### src/rtl/riscv_instr_encoder_pkg.sv
// Shared RV32 opcode / instruction-format definitions for the encoder slice.
// Provides the request format enum, the opcodes the LI expansion needs, the
// canonical NOP word and a signed-range helper used by the immediate checks.
package riscv_instr_encoder_pkg;

  // Request format codes, as driven on req_fmt.
  typedef enum logic [2:0] {
    FmtR   = 3'd0,
    FmtI   = 3'd1,
    FmtS   = 3'd2,
    FmtB   = 3'd3,
    FmtU   = 3'd4,
    FmtJ   = 3'd5,
    FmtLi  = 3'd6,
    FmtNop = 3'd7
  } fmt_t;

  // Opcode bits [6:2]; bits [1:0] are always 2'b11 for 32-bit encodings.
  localparam logic [4:0]  OPC_OP_IMM = 5'b00100;
  localparam logic [4:0]  OPC_LUI    = 5'b01101;

  // ADDI x0, x0, 0
  localparam logic [31:0] INSTR_NOP  = 32'h0000_0013;

  // True when v, read as a signed 32-bit value, is representable in `bits`
  // bits two's complement: everything from bit (bits-1) upward is a copy of
  // the sign.
  function automatic logic fits_signed(input logic [31:0] v, input int unsigned bits);
    logic [31:0] s;
    s = $signed(v) >>> (bits - 1);
    return (s == '0) || (s == '1);
  endfunction

endpackage

### src/rtl/riscv_instr_pack.sv
// Purely combinational field packer: maps a format code plus fields and
// immediate to a 32-bit RV32 word and a range-error flag.
// Ports:
//   fmt_i        request format (LI / NOP both yield the NOP word here; LI
//                expansion is handled by the caller)
//   opc_i        opcode bits [6:2]
//   f3_i, f7_i   funct3 / funct7
//   rd_i, rs1_i, rs2_i  register indices
//   imm_i        signed immediate (byte offset for B/J, upper 20 bits for U)
//   word_o       encoded instruction
//   range_err_o  immediate out of range or misaligned for the format
module riscv_instr_pack
  import riscv_instr_encoder_pkg::*;
(
  input  fmt_t        fmt_i,
  input  logic [4:0]  opc_i,
  input  logic [2:0]  f3_i,
  input  logic [6:0]  f7_i,
  input  logic [4:0]  rd_i,
  input  logic [4:0]  rs1_i,
  input  logic [4:0]  rs2_i,
  input  logic [31:0] imm_i,
  output logic [31:0] word_o,
  output logic        range_err_o
);

  logic [6:0] op;

  always_comb begin
    op          = {opc_i, 2'b11};
    word_o      = INSTR_NOP;
    range_err_o = 1'b0;
    unique case (fmt_i)
      FmtR: word_o = {f7_i, rs2_i, rs1_i, f3_i, rd_i, op};
      FmtI: begin
        word_o      = {imm_i[11:0], rs1_i, f3_i, rd_i, op};
        range_err_o = !fits_signed(imm_i, 12);
      end
      FmtS: begin
        word_o      = {imm_i[11:5], rs2_i, rs1_i, f3_i, imm_i[4:0], op};
        range_err_o = !fits_signed(imm_i, 12);
      end
      FmtB: begin
        word_o      = {imm_i[12], imm_i[10:5], rs2_i, rs1_i, f3_i,
                       imm_i[4:1], imm_i[11], op};
        range_err_o = !fits_signed(imm_i, 13) || imm_i[0];
      end
      FmtU: word_o = {imm_i[19:0], rd_i, op};
      FmtJ: begin
        word_o      = {imm_i[20], imm_i[10:1], imm_i[11], imm_i[19:12], rd_i, op};
        range_err_o = !fits_signed(imm_i, 21) || imm_i[0];
      end
      default: word_o = INSTR_NOP;
    endcase
  end

endmodule

### src/rtl/riscv_instr_encoder.sv
// Streaming RV32 instruction encoder. Accepts field-level requests on a
// valid/ready port and emits encoded words on a valid/ready stream, expanding
// the LI pseudo-instruction into ADDI or LUI[+ADDI].
// Ports:
//   clk, rst                  clock, synchronous active-high reset
//   req_valid/req_ready       request handshake
//   req_fmt                   0 R,1 I,2 S,3 B,4 U,5 J,6 LI,7 NOP
//   req_opc/f3/f7/rd/rs1/rs2  instruction fields
//   req_imm                   signed immediate
//   ins_valid/ins_ready/ins   encoded word stream
//   ins_last                  final word of the current request
//   err                       one-cycle pulse for a rejected request
module riscv_instr_encoder
  import riscv_instr_encoder_pkg::*;
#(
  parameter int unsigned XLEN = 32
) (
  input  logic            clk,
  input  logic            rst,
  input  logic            req_valid,
  output logic            req_ready,
  input  logic [2:0]      req_fmt,
  input  logic [4:0]      req_opc,
  input  logic [2:0]      req_f3,
  input  logic [6:0]      req_f7,
  input  logic [4:0]      req_rd,
  input  logic [4:0]      req_rs1,
  input  logic [4:0]      req_rs2,
  input  logic [XLEN-1:0] req_imm,
  output logic            ins_valid,
  input  logic            ins_ready,
  output logic [XLEN-1:0] ins,
  output logic            ins_last,
  output logic            err
);

  localparam logic [0:0] ST_IDLE  = 1'b0;
  localparam logic [0:0] ST_EMIT2 = 1'b1;

  logic [0:0]  state_q, state_d;
  logic [31:0] ins_q, ins_d;
  logic        ins_valid_q, ins_valid_d;
  logic        ins_last_q, ins_last_d;
  logic        err_q, err_d;
  logic [31:0] pend_q, pend_d;

  fmt_t        fmt;
  logic [31:0] pack_word;
  logic        pack_err;

  logic        li_small;
  logic [31:0] li_round;
  logic [31:0] li_first;
  logic [31:0] li_second;
  logic        li_two;
  logic [31:0] first_word;
  logic        needs_two;

  logic        accept;
  logic        load_ok;

  assign fmt = fmt_t'(req_fmt);

  riscv_instr_pack u_pack (
    .fmt_i       (fmt),
    .opc_i       (req_opc),
    .f3_i        (req_f3),
    .f7_i        (req_f7),
    .rd_i        (req_rd),
    .rs1_i       (req_rs1),
    .rs2_i       (req_rs2),
    .imm_i       (req_imm),
    .word_o      (pack_word),
    .range_err_o (pack_err)
  );

  // LI expansion. Adding 0x800 before taking the upper 20 bits compensates
  // for the sign extension of the low 12 bits by the trailing ADDI.
  always_comb begin
    li_small  = fits_signed(req_imm, 12);
    li_round  = req_imm + 32'h0000_0800;
    li_first  = li_small ? {req_imm[11:0], 5'd0, 3'b000, req_rd, OPC_OP_IMM, 2'b11}
                         : {li_round[31:12], req_rd, OPC_LUI, 2'b11};
    li_second = {req_imm[11:0], req_rd, 3'b000, req_rd, OPC_OP_IMM, 2'b11};
    li_two    = !li_small && (req_imm[11:0] != 12'd0);

    if (fmt == FmtLi) begin
      first_word = li_first;
      needs_two  = li_two;
    end else begin
      first_word = pack_word;
      needs_two  = 1'b0;
    end
  end

  // Output register may be (re)loaded when empty or being drained this cycle.
  assign load_ok   = !ins_valid_q || ins_ready;
  assign req_ready = !rst && (state_q == ST_IDLE) && load_ok;
  assign accept    = req_valid && req_ready;

  always_comb begin
    state_d     = state_q;
    ins_d       = ins_q;
    ins_valid_d = ins_valid_q;
    ins_last_d  = ins_last_q;
    pend_d      = pend_q;
    err_d       = 1'b0;

    if (ins_valid_q && ins_ready) begin
      ins_valid_d = 1'b0;
    end

    if (state_q == ST_EMIT2) begin
      if (load_ok) begin
        ins_d       = pend_q;
        ins_valid_d = 1'b1;
        ins_last_d  = 1'b1;
        state_d     = ST_IDLE;
      end
    end else if (accept) begin
      // LI never raises pack_err since the packer treats it as NOP.
      if (pack_err) begin
        err_d = 1'b1;
      end else begin
        ins_d       = first_word;
        ins_valid_d = 1'b1;
        ins_last_d  = !needs_two;
        if (needs_two) begin
          pend_d  = li_second;
          state_d = ST_EMIT2;
        end
      end
    end
  end

  always_ff @(posedge clk) begin
    if (rst) begin
      state_q     <= ST_IDLE;
      ins_q       <= '0;
      ins_valid_q <= 1'b0;
      ins_last_q  <= 1'b0;
      err_q       <= 1'b0;
      pend_q      <= '0;
    end else begin
      state_q     <= state_d;
      ins_q       <= ins_d;
      ins_valid_q <= ins_valid_d;
      ins_last_q  <= ins_last_d;
      err_q       <= err_d;
      pend_q      <= pend_d;
    end
  end

  assign ins       = ins_q;
  assign ins_valid = ins_valid_q;
  assign ins_last  = ins_last_q;
  assign err       = err_q;

endmodule
### config.mk
export PLATFORM = sky130hd
export DESIGN_NAME = riscv_instr_encoder
export DESIGN_NICKNAME = d
export VERILOG_FILES = /design/src/rtl/riscv_instr_encoder_pkg.sv /design/src/rtl/riscv_instr_pack.sv /design/src/rtl/riscv_instr_encoder.sv
export SDC_FILE = /design/constraint.sdc
export NUM_CORES = 1
export LEC_CHECK = 0
export ABC_CLOCK_PERIOD_IN_PS = 2900
export BUFFER_PORTS_ARGS = -buffer_cell sky130_fd_sc_hd__clkbuf_2
export CAP_MARGIN = 10
export CORE_AREA = 2 2 99 73
export CTS_BUF_LIST = sky130_fd_sc_hd__clkbuf_16
export DETAILED_ROUTE_END_ITERATION = 10
export DIE_AREA = 0 0 101 75
export PLACE_DENSITY = 0.9
export SYNTH_ARGS = -nofsm -noshare
export SYNTH_HDL_FRONTEND = slang
export SYNTH_SLANG_ARGS = --single-unit
### constraint.sdc
create_clock -name clk -period 2.9 [get_ports clk]
set_input_delay 0.58 -clock clk [delete_from_list [all_inputs] [get_ports clk]]
set_output_delay 0.58 -clock clk [all_outputs]
set_load 0.03 [all_outputs]
==> metrics.md <==
| Metric | Value |
|---|---|
| Result of the run | `completed` |
| Slowest Stage Delay on Critical Path | `530 ps` |
| Post-synthesis sequential area ratio | `31.7%` |
| Antenna Nets Post-Route | `0` |
| Cell with the largest stage delay on the worst path | `sky130_fd_sc_hd__or4_1` |
| Routability congestion estimate | `1.09` |
| Type of destination of the critical path | `flip-flop` |
| Post-CTS Setup Repair Bufs | `0` |
| Critical Path Source Type | `primary input` |
| Post-route clock period utilization | `91.2%` |
| Die Ht | `approximately 75 um` |
| Distinct cell type count of the synthesized netlist | `57` |
| Drt pass-1 iters | `6` |
| Total of cells resized after clock tree synthesis | `0` |
| Clock buffer depth | `2` |
| Total core area | `roughly 6600 um^2` |
| Worst hold path class | `flip-flop to flip-flop` |
| Aggregate negative setup slack | `0 ps` |
| Area after DPL | `~4000 um^2` |
| Die width | `101 um` |
| Final Max Slew Viols | `0` |
| Iteration-0 DRC count of the detailed router | `369` |
| Power density relative to cell area | `430 nW/um^2` |
| Worst reg2reg endpoint | `ins[5]` |
| Num ports | `105` |
| Primary flip-flop cell chosen by synthesis mapping | `sky130_fd_sc_hd__dfxtp_1` |
| Initial standard-cell utilization of the core | `51.0%` |
| Post-synthesis to final-layout area growth | `24.3%` |
| Clock transition at the registers of the reported paths | `roughly 60 ps` |
| Sum of routed wire length over all layers | `12000 um` |
| Global routing met3 resource utilization | `8.36%` |
| Floorplan row count | `25` |
| End point of the worst hold path | `ins[22]` |
| Via count of the first global-routing pass | `3614` |
| Unrepaired setup endpoints after global routing | `no` |
| Pin slew with the least headroom to its limit | `618 ps` |
| Residual DRC count | `0` |
| Ordered list of cells on the worst path | `clkbuf_2, ha_1, nand4_1, nor2_1, a2bb2oi_2, a21o_1, o21a_4, or4_1, a21oi_1` |
| Maximum number of pins on one net before global-route repair | `44` |
| Time the final worst path needs with I/O delays and setup | `around 2600 ps` |
| Number of instances in the synthesized netlist | `438` |
| Critical setup path kind | `primary input to flip-flop` |
| Met1 track demand over resource in global routing | `between 40 and 50%` |
| H-tree depth | `2` |
| Number of buffers inserted by hold repair at cts | `0` |
| Number of clock buffers inserted by TritonCTS | `5` |
| CP top delay family | `simple AND/OR/NAND/NOR gates` |
| Bufs and invs on worst path | `1` |
| R2R Setup Slk | `about 700 ps` |
| Clock latency on the worst-skew pair | `290 ps` |
| Total number of vias | `3968` |
| Fraction of final layout cells sized beyond drive strength 1 | `28.2%` |
| Ys Warns | `0` |
| FFs w/ async S/R, synth | `0%` |
| CTS tree | `done` |
| WHS Path Cells | `2` |
| Critical path fanouts, max | `17` |
| Clock net sink count | `53` |
| Most congested layer reported by global routing | `met2` |
| Mapped Avg Cell Area | `7.65 um^2` |
| Worst path required time | `3110 ps` |
| Peak ir drop on the vdd network | `0.347 mV` |
| Cell at the root of the clock tree | `sky130_fd_sc_hd__clkbuf_16` |
| Summed area of non-filler cells in the final layout | `4170 um^2` |
| Final HPWL DP | `approximately 9200 um` |
| Crit path DAT | `2860 ps` |
| Net count of the mapped netlist | `509` |
| Start point of the critical path | `req_imm[11]` |
| Slew Limit Headroom | `58.4%` |
| Launch instance of the worst register-to-register path | `ins_valid` |
| Hold violation count in the final report | `0` |
| Total congestion overflow | `0` |
| Max Cap Violations | `0` |
| Die area | `7580 um^2` |
| Leakage | `1.72 nW` |
| Global-route wire length before repair | `18300 um` |
| WL/cell | `19.3 um` |
| Port-buffer cells | `104` |
| Number of register bits inferred by synthesis | `53` |
| Initial antenna violation count | `0` |
| GRT Total Usage | `about a third` |
| Startpoint of the lowest-slack hold path | `ins[22]` |
| Met2 Usage GRT | `49.4%` |
| Antenna Diode Count | `0` |
| Maximum achievable frequency | `~380 MHz` |
| Clock skew after layout | `5.96 ps` |
| Nets | `between 600 and 700` |
| EDFF count, synth | `0` |
| Post-Synthesis Cell Area | `around 3400 um^2` |
| R2r worst-path depth | `7` |
| Via-to-Cell Ratio | `6.37` |
| Final number of setup-violating endpoints | `0` |
-- worst register-to-register path: stages, from the launching register on --
cell and delay [ps]:
sky130_fd_sc_hd__dfxtp_1 310, sky130_fd_sc_hd__nor2b_1 160, sky130_fd_sc_hd__nor3_1 250, sky130_fd_sc_hd__nand2_1 210, sky130_fd_sc_hd__a21o_1 240, sky130_fd_sc_hd__o21a_4 280, sky130_fd_sc_hd__or4_1 530, sky130_fd_sc_hd__a21oi_1 160
-- power by group --
group	internal, mW	switching, mW
Combinational	0.161	0.281
Clock	0.317	0.262
Sequential	0.757	0.0152
-- cells in the final DEF (no fill, tap or decap), drive strengths merged, types with 5 or more instances in the layout --
| cell type | instances |
|---|---|
| a21oi | 51 |
| a221oi | 11 |
| a31oi | 6 |
| a32o | 5 |
| and3 | 5 |
| buf | 24 |
| clkbuf | 109 |
| dfxtp | 53 |
| inv | 18 |
| mux2 | 6 |
| mux2i | 12 |
| nand2 | 73 |
| nand2b | 5 |
| nand3 | 13 |
| nand4 | 8 |
| nor2 | 26 |
| nor3 | 9 |
| nor4 | 10 |
| o21a | 6 |
| o21ai | 17 |
| o221ai | 5 |
| o31ai | 6 |
| xnor2 | 10 |
| xor2 | 8 |
-- metal layers --
layer	wire length [um]	part of all wire, %
met5	0	0
met3	1360	11
met2	5180	43
met1	5160	43
met4	305	2.5
-- final cells by class --
| cell class | instances | area, um^2 |
|---|---|---|
| Clock buffer | 5 | 125 |
| Clock inverter | 3 | 18.8 |
| Tap cell | 81 | 101 |
| Sequential cell | 53 | 1060 |
| Timing Repair Buffer | 128 | 701 |
| Fill cell | 608 | 2400 |
| Inverter | 18 | 67.6 |
| Multi-Input combinational cell | 335 | 2090 |
-- sequential cells by signal, summed over array words and instances (netlist names) --
| register | count |
|---|---|
| err | 1 |
| ins | 31 |
| ins_last | 1 |
| ins_valid | 1 |
| pend_q | 18 |
| state_q | 1 |
-- Yosys cell counts (3+ instances only) --
cell type	instances	area, um^2
sky130_fd_sc_hd__nand2_1	73	274
sky130_fd_sc_hd__dfxtp_1	53	1060
sky130_fd_sc_hd__a21oi_1	51	255
sky130_fd_sc_hd__nor2_1	26	97.6
sky130_fd_sc_hd__clkbuf_1	18	67.6
sky130_fd_sc_hd__inv_1	17	63.8
sky130_fd_sc_hd__o21ai_0	16	80.1
sky130_fd_sc_hd__nand3_1	13	65.1
sky130_fd_sc_hd__mux2i_1	12	120
sky130_fd_sc_hd__a221oi_1	11	96.3
sky130_fd_sc_hd__buf_2	10	50.1
sky130_fd_sc_hd__xnor2_1	10	87.6
sky130_fd_sc_hd__xor2_1	8	70.1
sky130_fd_sc_hd__nor3_1	7	35.0
sky130_fd_sc_hd__nor4_1	7	43.8
sky130_fd_sc_hd__a31oi_1	6	37.5
sky130_fd_sc_hd__mux2_2	6	67.6
sky130_fd_sc_hd__nand4_1	6	37.5
sky130_fd_sc_hd__o31ai_1	6	45.0
sky130_fd_sc_hd__a32o_1	5	50.1
sky130_fd_sc_hd__and3_1	5	31.3
sky130_fd_sc_hd__nand2b_1	5	31.3
sky130_fd_sc_hd__o21a_1	5	37.5
sky130_fd_sc_hd__o221ai_1	5	43.8
sky130_fd_sc_hd__nor2b_1	4	25.0
sky130_fd_sc_hd__o2bb2ai_1	4	35.0
sky130_fd_sc_hd__a221o_1	3	30.0
sky130_fd_sc_hd__buf_1	3	11.3
-- stage by stage --
| step | setup WS [ps] | power [mW] | std cells | hold WS [ps] | utilization [%] |
|---|---|---|---|---|---|
| 6_report | 257 | 1.79 | 623 | 452 | 63.4 |
| 5_1_grt | 135 | 1.85 | 623 | 475 | 63.4 |
| 4_1_cts | 357 | 1.79 | 623 | 456 | 63.4 |
| 3_5_place_dp | 87.3 | 1.22 | 615 | 447 | 61.2 |
| 3_3_place_gp | 142 | 1.21 | 615 | 439 | 61.2 |
| 2_1_floorplan | 53.0 | 1.04 | 438 | 431 | - |
-- worst max-delay path by stage --
| stage | to | cells after the start |
|---|---|---|
| 5_1_grt | ins[22] | 10 |
| 2_1_floorplan | ins[2] | 7 |
| 4_1_cts | ins[2] | 9 |
| 3_5_place_dp | ins[5] | 9 |
| 6_report | ins[5] | 9 |
| 3_3_place_gp | ins[2] | 9 |
-- logic make-up after synthesis --
logic type	after synthesis	share of synthesized area (%)
adders and majority gates	2	0.746
DFF	53	31.7
and+or+nand+nor	159	23.1
xor gates and xnor gates	18	4.70
AOI/OAI and AO/OA	138	28.1
muxes	18	5.60
buffers and inverters	50	6.08
Note: power is estimated with default switching activity, not from simulation.
